[src/rtl/bus_msg_pkg.sv]
// Shared definitions for per-address bus message slaves: command bits, flag bits,
// message header layout and the slave state encoding.
package bus_msg_pkg;

    // Command byte bit positions
    localparam int unsigned CMD_SNAP  = 0;
    localparam int unsigned CMD_AUTO  = 1;
    localparam int unsigned CMD_ABORT = 7;

    // Flags byte bit positions
    localparam int unsigned FLG_CHG   = 0;
    localparam int unsigned FLG_OVR   = 1;
    localparam int unsigned FLG_AUTO  = 2;

    // Header byte offsets within a message
    localparam int unsigned OFS_SEQ   = 0;
    localparam int unsigned OFS_FLAGS = 1;
    localparam int unsigned OFS_DATA  = 2;

    typedef enum logic [1:0] {
        ST_IDLE = 2'd0,
        ST_LOAD = 2'd1,
        ST_SEND = 2'd2
    } state_e;

    // Flags byte payload; last member is bit 0
    typedef struct packed {
        logic [4:0] rsvd;
        logic       auto_en;
        logic       overrun;
        logic       chg;
    } flags_t;

endpackage

[src/rtl/sync_2ff.sv]
// Parameterized-width two-flop synchronizer with asynchronous active-low reset.
module sync_2ff #(
    parameter int unsigned WIDTH = 1
) (
    input  logic             clk,
    input  logic             n_rst,
    input  logic [WIDTH-1:0] i_d,
    output logic [WIDTH-1:0] o_q
);

    logic [WIDTH-1:0] r_meta;
    logic [WIDTH-1:0] r_sync;

    // Two-stage capture of the asynchronous input
    always_ff @(posedge clk or negedge n_rst) begin
        if (!n_rst) begin
            r_meta <= '0;
            r_sync <= '0;
        end else begin
            r_meta <= i_d;
            r_sync <= r_meta;
        end
    end

    assign o_q = r_sync;

endmodule

[src/rtl/status_reporter.sv]
// Bus slave that snapshots board status on host command or status change and
// serves it as a fixed-length framed message, one byte per read request.
module status_reporter
    import bus_msg_pkg::*;
#(
    parameter int unsigned STATUS_W = 16
) (
    input  logic                clk,
    input  logic                n_rst,
    input  logic [7:0]          master_data,
    input  logic                valid,
    input  logic                rdreq,
    input  logic [STATUS_W-1:0] status_in,
    output logic                have_msg,
    output logic [7:0]          slave_data,
    output logic [7:0]          len
);

    localparam int unsigned NBYTES  = STATUS_W / 8;
    localparam int unsigned MSG_LEN = OFS_DATA + NBYTES;
    localparam int unsigned PTR_W   = $clog2(MSG_LEN);

    state_e               r_state;
    state_e               w_state_nxt;
    logic [PTR_W-1:0]     r_ptr;
    logic [PTR_W-1:0]     w_ptr_nxt;
    logic [7:0]           r_buf     [MSG_LEN];
    logic [7:0]           w_buf_nxt [MSG_LEN];
    logic [7:0]           r_seq;
    logic                 r_auto;
    logic                 r_pend;
    logic                 r_pchg;
    logic                 r_ovr;
    logic                 r_load_chg;
    logic [STATUS_W-1:0]  r_last;
    logic [STATUS_W-1:0]  r_st_prev;
    logic                 r_have_msg;
    logic [7:0]           r_slave_data;
    logic [7:0]           r_len;

    logic [STATUS_W-1:0]  w_st_s;
    logic                 w_snap;
    logic                 w_abort;
    logic                 w_idle_chg;
    logic                 w_send_chg;
    logic                 w_last_rd;
    logic                 w_trig;
    logic                 w_trig_chg;
    logic                 w_pend_eff;
    logic                 w_pchg_eff;
    logic                 w_drop;
    flags_t               w_flags;
    logic                 w_have_nxt;
    logic [7:0]           w_data_nxt;
    logic [7:0]           w_len_nxt;
    logic                 w_unused;

    sync_2ff #(.WIDTH(STATUS_W)) u_sync (
        .clk   (clk),
        .n_rst (n_rst),
        .i_d   (status_in),
        .o_q   (w_st_s)
    );

    // Command decode and trigger qualification; a busy-time change is an edge, idle uses the level
    assign w_snap     = valid & master_data[CMD_SNAP];
    assign w_abort    = valid & master_data[CMD_ABORT];
    assign w_idle_chg = r_auto & (w_st_s != r_last);
    assign w_send_chg = r_auto & (w_st_s != r_st_prev);
    assign w_last_rd  = (r_state == ST_SEND) & rdreq & (r_ptr == PTR_W'(MSG_LEN - 1));
    assign w_trig     = ((r_state == ST_LOAD) & w_snap) |
                        ((r_state == ST_SEND) & (w_snap | w_send_chg));
    assign w_trig_chg = (r_state == ST_SEND) & w_send_chg;
    assign w_pend_eff = r_pend | w_trig;
    assign w_pchg_eff = r_pend ? r_pchg : w_trig_chg;
    assign w_drop     = w_trig & r_pend;
    assign w_unused   = ^master_data[6:2];

    // State register
    always_ff @(posedge clk or negedge n_rst) begin
        if (!n_rst) begin
            r_state <= ST_IDLE;
        end else begin
            r_state <= w_state_nxt;
        end
    end

    // Next-state logic; abort overrides everything
    always_comb begin
        w_state_nxt = r_state;
        if (w_abort) begin
            w_state_nxt = ST_IDLE;
        end else begin
            case (r_state)
                ST_IDLE: if (w_snap | w_idle_chg) w_state_nxt = ST_LOAD;
                ST_LOAD: w_state_nxt = ST_SEND;
                ST_SEND: if (w_last_rd) w_state_nxt = w_pend_eff ? ST_LOAD : ST_IDLE;
                default: w_state_nxt = ST_IDLE;
            endcase
        end
    end

    // Next buffer/pointer and the output values they produce after the edge
    always_comb begin
        for (int i = 0; i < MSG_LEN; i++) begin
            w_buf_nxt[i] = r_buf[i];
        end
        w_ptr_nxt       = r_ptr;
        w_flags         = '0;
        w_flags.auto_en = r_auto;
        w_flags.overrun = r_ovr;
        w_flags.chg     = r_load_chg;
        if (w_abort) begin
            for (int i = 0; i < MSG_LEN; i++) begin
                w_buf_nxt[i] = 8'h00;
            end
            w_ptr_nxt = '0;
        end else if (r_state == ST_LOAD) begin
            w_buf_nxt[OFS_SEQ]   = r_seq;
            w_buf_nxt[OFS_FLAGS] = w_flags;
            for (int i = 0; i < NBYTES; i++) begin
                w_buf_nxt[OFS_DATA + i] = w_st_s[8*i +: 8];
            end
            w_ptr_nxt = '0;
        end else if ((r_state == ST_SEND) && rdreq) begin
            w_ptr_nxt = w_last_rd ? '0 : r_ptr + PTR_W'(1);
        end
        w_have_nxt = (w_state_nxt == ST_SEND);
        w_data_nxt = w_have_nxt ? w_buf_nxt[w_ptr_nxt] : 8'h00;
        w_len_nxt  = w_have_nxt ? (8'(MSG_LEN) - 8'(w_ptr_nxt)) : 8'h00;
    end

    // Control registers: auto-enable, pending/overrun bookkeeping, sequence, last report
    always_ff @(posedge clk or negedge n_rst) begin
        if (!n_rst) begin
            r_seq      <= '0;
            r_auto     <= 1'b0;
            r_pend     <= 1'b0;
            r_pchg     <= 1'b0;
            r_ovr      <= 1'b0;
            r_load_chg <= 1'b0;
            r_last     <= '0;
            r_st_prev  <= '0;
        end else begin
            r_st_prev <= w_st_s;
            if (valid) r_auto <= master_data[CMD_AUTO];
            if (w_abort) begin
                r_pend <= 1'b0;
                r_pchg <= 1'b0;
                r_ovr  <= 1'b0;
            end else begin
                case (r_state)
                    ST_IDLE: r_load_chg <= w_idle_chg;
                    ST_LOAD: begin
                        r_last <= w_st_s;
                        r_seq  <= r_seq + 8'd1;
                        r_ovr  <= w_drop;
                        r_pend <= w_pend_eff;
                        r_pchg <= w_pchg_eff;
                    end
                    ST_SEND: begin
                        if (w_drop) r_ovr <= 1'b1;
                        if (w_last_rd && w_pend_eff) begin
                            r_load_chg <= w_pchg_eff;
                            r_pend     <= 1'b0;
                            r_pchg     <= 1'b0;
                        end else begin
                            r_pend <= w_pend_eff;
                            r_pchg <= w_pchg_eff;
                        end
                    end
                    default: ;
                endcase
            end
        end
    end

    // Message buffer, byte pointer and registered outputs
    always_ff @(posedge clk or negedge n_rst) begin
        if (!n_rst) begin
            for (int i = 0; i < MSG_LEN; i++) begin
                r_buf[i] <= 8'h00;
            end
            r_ptr        <= '0;
            r_have_msg   <= 1'b0;
            r_slave_data <= 8'h00;
            r_len        <= 8'h00;
        end else begin
            for (int i = 0; i < MSG_LEN; i++) begin
                r_buf[i] <= w_buf_nxt[i];
            end
            r_ptr        <= w_ptr_nxt;
            r_have_msg   <= w_have_nxt;
            r_slave_data <= w_data_nxt;
            r_len        <= w_len_nxt;
        end
    end

    assign have_msg   = r_have_msg;
    assign slave_data = r_slave_data;
    assign len        = r_len;

endmodule
[config.mk]
export PLATFORM = sky130hd
export DESIGN_NAME = status_reporter
export DESIGN_NICKNAME = d
export VERILOG_FILES = /design/src/rtl/bus_msg_pkg.sv /design/src/rtl/sync_2ff.sv /design/src/rtl/status_reporter.sv
export SDC_FILE = /design/constraint.sdc
export NUM_CORES = 1
export LEC_CHECK = 0
export BUFFER_PORTS_ARGS = -buffer_cell sky130_fd_sc_hd__buf_4
export CORE_MARGIN = 5
export CORE_UTILIZATION = 53
export DETAILED_ROUTE_END_ITERATION = 6
export PLACE_DENSITY = 0.75
export SLEW_MARGIN = 20
export SYNTH_ARGS = -nofsm -noshare
export SYNTH_HDL_FRONTEND = slang
export SYNTH_SLANG_ARGS = --single-unit
[constraint.sdc]
create_clock -name clk -period 2 [get_ports clk]
set_clock_uncertainty 0.1 [all_clocks]
set_input_delay 0.4 -clock clk [delete_from_list [all_inputs] [get_ports clk]]
set_output_delay 0.4 -clock clk [all_outputs]
set_load 0.02 [all_outputs]
; ---- Word-level counts from Yosys, hierarchy flattened
; Cells that the tools add are included.
[totals]
reg_bits = 130
ram_bits = 0
mem_bits_ro = 0
word_cells = 83
input_bits = 28
n_memories = 0
latch_bits = 0
[classes]
shift = 0
n_addsub = 3
multipliers = 0
div = 0
n_lt_le_gt_ge = 1
mux = 28
reduce_logical = 8
bitwise = 16
n_eq_ne = 8
[ops]
columns = cell, count
row1 = 32-bit 2-to-1 mux, 2
row2 = 8-bit 2-to-1 mux, 4
row3 = 16-bit != test, 2
row4 = 8-bit binary-select mux with 2-bit select, 1
row5 = 2-bit 2-to-1 mux, 7
row6 = 1-bit bitwise AND, 10
row7 = 1-bit 2-to-1 mux, 9
row8 = 8-bit by 1-bit adder with 8-bit output (second input constant), 1
row9 = 1-bit case mux with 2 select lines, 4
row10 = 2-bit equality test (second input constant), 3
row11 = 2-bit case mux with 3 select lines, 1
row12 = 1-bit OR, 4
row13 = 2-bit AND reduction, 2
row14 = 3-bit by 2-bit subtractor with 4-bit output (first input constant), 1
row15 = 3-bit greater-or-equal comparator (second input constant), 1
row16 = 3-bit != test (second input constant), 1
row17 = 2-bit NOT with 3-bit output, 1
row18 = 3-bit AND reduction, 1
row19 = 3-bit nonzero test, 1
row20 = 2-bit by 1-bit adder with 2-bit output (second input constant), 1
row21 = 2-bit by 1-bit equality test with 1-bit output (second input constant), 1
row22 = 1-bit logical AND, 2
row23 = 2-bit zero test, 1
row24 = 2-bit by 1-bit != test with 1-bit output (second input constant), 1
row25 = 2 further kinds, 2

; ---- Depth between registers and ports, before layout
[logic_depth]
depth_word = 12
mapped_depth = 10
ltp_nobuf = 7

; ---- By module
; From an unflattened synthesis, not the netlist that was laid out.
[hier_totals]
cells_unflattened = 354
area_unflattened_um2 = 4889.7
[by_module_without_submodules]
columns = mod, n_inst, area_each_um2, cells_per_inst, seq_area_each_um2
row1 = status_reporter, 1, 4088.9, 322, 2327.2
row2 = sync_2ff, 1, 800.8, 32, 800.8

; ---- Least setup slack after synthesis
; OpenSTA, ideal clock, no wires.
[synth_timing]
path_kind = flip-flop to flip-flop
from = register r_state[1]
to = register r_len[1], in the netlist len[1]
setup_ps = 119
path_stages_with_launch = 9
path_slack_ps = 97
path_buffers = 3
t_arrival_ps = 1684
cell_sequence = dfrtp_1 > buf_6 > nand3b_1 > mux2i_1 > nand2b_1 > buf_6 > clkbuf_1 > ha_1 > and2_1
[synth_via]
elab_chain_cells = 10
[synth_rtl]
columns = element, line
row1 = "start, declared", status_reporter.sv:23  ; state_e r_state;
row2 = "start signal, assigned", status_reporter.sv:84  ; r_state <= w_state_nxt;
row3 = 2-bit by 1-bit equality test with 1-bit output / 2-bit equality test (equally long branches), n/a
row4 = 1-bit bitwise AND (on tied branches), "status_reporter.sv:71, status_reporter.sv:72"
row5 = 1-bit OR, status_reporter.sv:71  ; assign w_trig = ((r_state == ST_LOAD) & w_snap) |
row6 = 1-bit OR, status_reporter.sv:74  ; assign w_pend_eff = r_pend | w_trig;
row7 = 1-bit 2-to-1 mux, status_reporter.sv:97  ; ST_SEND: if (w_last_rd) w_state_nxt = w_pend_eff ? ST_LOAD : ST_IDLE;
row8 = 2-bit 2-to-1 mux, status_reporter.sv:97
row9 = 2-bit case mux with 3 select lines, status_reporter.sv:94  ; case (r_state)
row10 = 2-bit 2-to-1 mux, status_reporter.sv:91  ; if (w_abort) begin
row11 = 2-bit equality test, status_reporter.sv:128  ; w_have_nxt = (w_state_nxt == ST_SEND);
row12 = 8-bit 2-to-1 mux (*), status_reporter.sv:130  ; w_len_nxt = w_have_nxt ? (8'(MSG_LEN) - 8'(w_ptr_nxt)) : 8'h00;
row13 = named net w_len_nxt[1], status_reporter.sv:55  ; logic [7:0] w_len_nxt;
row14 = "end signal, assigned", status_reporter.sv:195  ; r_len <= w_len_nxt;
row15 = "end, declared", status_reporter.sv:39  ; logic [7:0] r_len;
; Mark *: on every way through the listed nets, which the timed path passes. The rest lies on a longest branch.
; A chain may end at the register's enable or synchronous reset.

; ---- Worst setup path after layout
[layout_timing]
from = register u_sync.r_sync[12], in the netlist u_sync.o_q[12]
to = register r_state[0]
[layout_via]
elab_chain_cells = 10
[layout_rtl]
columns = element, line
row1 = "start, declared", sync_2ff.sv:12  ; logic [WIDTH-1:0] r_sync;
row2 = "start signal, assigned", sync_2ff.sv:21  ; r_sync <= r_meta;
row3 = 16-bit != test, status_reporter.sv:69  ; assign w_send_chg = r_auto & (w_st_s != r_st_prev);
row4 = 1-bit bitwise AND, status_reporter.sv:69
row5 = 1-bit OR, status_reporter.sv:72  ; ((r_state == ST_SEND) & (w_snap | w_send_chg));
row6 = 1-bit bitwise AND, status_reporter.sv:72
row7 = 1-bit OR, status_reporter.sv:71
row8 = 1-bit OR, status_reporter.sv:74
row9 = 1-bit 2-to-1 mux, status_reporter.sv:97
row10 = 2-bit 2-to-1 mux, status_reporter.sv:97
row11 = 2-bit case mux with 3 select lines (*), status_reporter.sv:94
row12 = 2-bit 2-to-1 mux (*), status_reporter.sv:91
row13 = named net w_state_nxt[0], status_reporter.sv:24  ; state_e w_state_nxt;
; Marks and branches as above.

==> impl_metrics.ini <==
[cells_and_area]
areaGrowthSynthToFinish_pct = 30.3
drive_above_1_share_pct = 31.3
n_antenna_cell = 0
postLayoutCellArea_um2 = 6290
nFillCells = 559
multi_input_area_um2 = 1600
seqCellArea_um2 = 3130
utilization_pct = 71.5
final_cell_count_no_fill = 565
num-nets-final = 475

[drt]
via_count = 3057
drtPass1Iterations = 4
ant_nets = 0
wirelength_um = 10000
via_per_inst = 5.41
drt_iter0_markers = 104
wl_per_cell_um = 17.8
drc = 0

[global_route]
grt_max_degree = 54
first_global_vias = 3240
grt-busiest-layer = met2
use_met1_pct = 24.5
grt.overflow.total = 0
use_met2_pct = 30.6
gr-usage-all-layers_pct = 19.1
use_met3_pct = 4.28
antenna_found_initial = 0
grt_first_pass_wirelength_um = 16300

[clock_network]
cts.sinks = 125
clock_latency_ns = 0.52
clk_pin_slew_ns = 0.06
htreeDepth = 4
tritoncts = yes
numCtsBuffers = 17
clockRootBuffer = clkbuf_8
cts_buffer_depth = 2

[critical_path]
cp-start-kind = flop
path_class = flop to flop
critical_path_arrival_ns = 2.26
cp-end-kind = flop
rr_worst_depth = 8
cp.required_ns = 2.30
path_max_fanout = 5

[synthesis]
synth.area.top_cells = dfrtp_1 65%, a22o_1 4.9%, mux2_2 4.4%
synthMostInstantiatedCell = dfrtp_1
yosys_warnings = 0
ys_seq_elements = 125
synthArstFlopShare_pct = 100
synth.distinct_cells = 43
synth_top_area_share_pct = 64.8
synth_edf_count = 0
synth_area_leader_cell = dfrtp_1
synthFlopType = dfrtp_1
netlist_area_um2 = 4830
ys_seq_area_share_pct = 64.8
syn_avg_cell_area_um2 = 13.7
syn_inst = 352
synthTopCellsByCount = 125 x dfrtp_1, 27 x a22o_1, 20 x xnor2_1, 19 x mux2_2, 19 x xor2_1

[die]
dieArea_um2 = 11100
die-height_um = 105
core_area_um2 = 8810
start_util_pct = 54.8
io_pins = 45
row_count = 34
die_width_um = 105

[pwr]
peakVddDrop_v = 0.000913
power_density_nw_per_um2 = 1390
p_leak_uw = 0.00295

[sta]
period_share_pct = 98.1
rsz0062_at_grt = true
setup_violations = 0
drv_slew = 0
finalWorstSetupSlack_ns = 0.0390
hold_viol = 0
layout_min_cycle_time_ns = 1.96
fmax_ghz = 0.510

[placement]
dpl_cell_area_um2 = 5400
hpwl_um = 5950
gp_congestion = 0.826
port_buffers = 34
dp_slack_ns = -0.111
dpl.cell_count = 513

[run]
max-cap-violations = 0

[min_path]
holdPathStages = 2
min_path_type = input pin to flop

[outcome]
outcome = completed
metrics by stage:
| step | hold WS, ns | TNS [ns] | total power (uW) |
|---|---|---|---|
| 6_report | 0.0115 | 0 | 8770 |
| 2_1_floorplan | 0.00441 | 0 | 4800 |
| 5_1_grt | 0.0101 | -0.139 | 9180 |
| 3_5_place_dp | 0.235 | -0.139 | 5440 |
| 3_3_place_gp | 0.231 | -0.0386 | 5350 |
| 4_1_cts | 0.00222 | 0 | 8700 |
placed cells by master (no fill, tap or decap), drive strengths merged, types with 4 or more instances in the layout:
master       netlist  final
dfrtp            125    125
buf               19     73
a22o              27     27
xnor2             20     20
xor2              19     19
mux2              19     19
clkbuf             3     19
dlygate4sd3        0     17
nor2              17     17
nand2             11     11
inv                5     11
mux2i             10     10
nand2b             9      9
nand4              8      8
a21oi              8      8
and3               7      7
and2               6      6
or3                5      5
o211ai             5      5
conb               1      5
clkinv             1      4
nor4               4      4
power by group:
group / switching [uW] / internal [uW]
Sequential: 358 / 3090
Clock: 1190 / 1960
Combinational: 1080 / 1100
Total: 2630 / 6150
repair_timing:
action | CTS | global route
setup buffers | 0 | 2
gates resized for setup | 6 | 9
hold endpoints to repair | 48 | 0
hold buffers | 17 | 0
gates cloned | 0 | 1
pin swaps | 1 | 4
endpoints found under the setup margin | 5 | 10
sequential cells by signal, indices dropped and copies added, names as in the netlist:
| register | cells |
|---|---|
| r_buf | 32 |
| r_last | 16 |
| r_st_prev | 16 |
| u_sync.o_q | 16 |
| u_sync.r_meta | 16 |
| r_seq | 8 |
| slave_data | 8 |
| len | 3 |
| r_ptr | 2 |
| r_state | 2 |
| have_msg | 1 |
| r_auto | 1 |
| r_load_chg | 1 |
| r_ovr | 1 |
| r_pchg | 1 |
| r_pend | 1 |
cell type report:
class,count,area share (%)
clock buffers,18,6.80
clock inverters,14,2.86
inverters,6,0.437
multi-input cells,203,25.4
flip-flops and latches,125,49.7
well taps,108,2.15
repair buffers,91,12.6
logic make-up (layout without fill, tap and decap cells):
group / count (synthesis) / after routing / share of synthesized area, %
AO/OA/AOI/OAI: 54 / 54 / 8.73
XOR/XNOR: 39 / 39 / 7.07
adder cells (fa/ha/maj): 3 / 3 / 0.777
buffers and inverters: 28 / 129 / 3.86
flip-flops: 125 / 125 / 64.8
multiplexers: 29 / 29 / 6.50
other: 1 / 5 / 0.0777
AND/OR/NAND/NOR: 73 / 73 / 8.19
worst paths after layout:
kind	start	to	slack, ns
min in group asynchronous	n_rst	r_buf[23]	0.28
min	master_data[1]	r_auto	0.01
min reg2reg	u_sync.r_meta[15]	u_sync.o_q[15]	0.25
max in group asynchronous	n_rst	u_sync.o_q[4]	0.90
max reg2reg	u_sync.o_q[12]	r_state[0]	0.04
max	u_sync.o_q[12]	r_state[0]	0.04
worst max-delay path, cell delays in order (launching register included):
cell     delay (ns)
dfrtp_1        0.38
xor2_1         0.15
nor4_2         0.29
buf_4          0.16
nand4_1        0.13
and3_4         0.22
buf_4          0.15
nor3_2         0.16
o41ai_1        0.10
metal layers:
layer  wire [um]  up-vias  part of all wire [%]
li1            -     1413                     -
met1        4360     1540                    43
met2        5000       82                    50
met3         423       22                   4.2
met4         253        0                   2.5
met5           0        -                     0
Power figures use the tool's default switching activity.
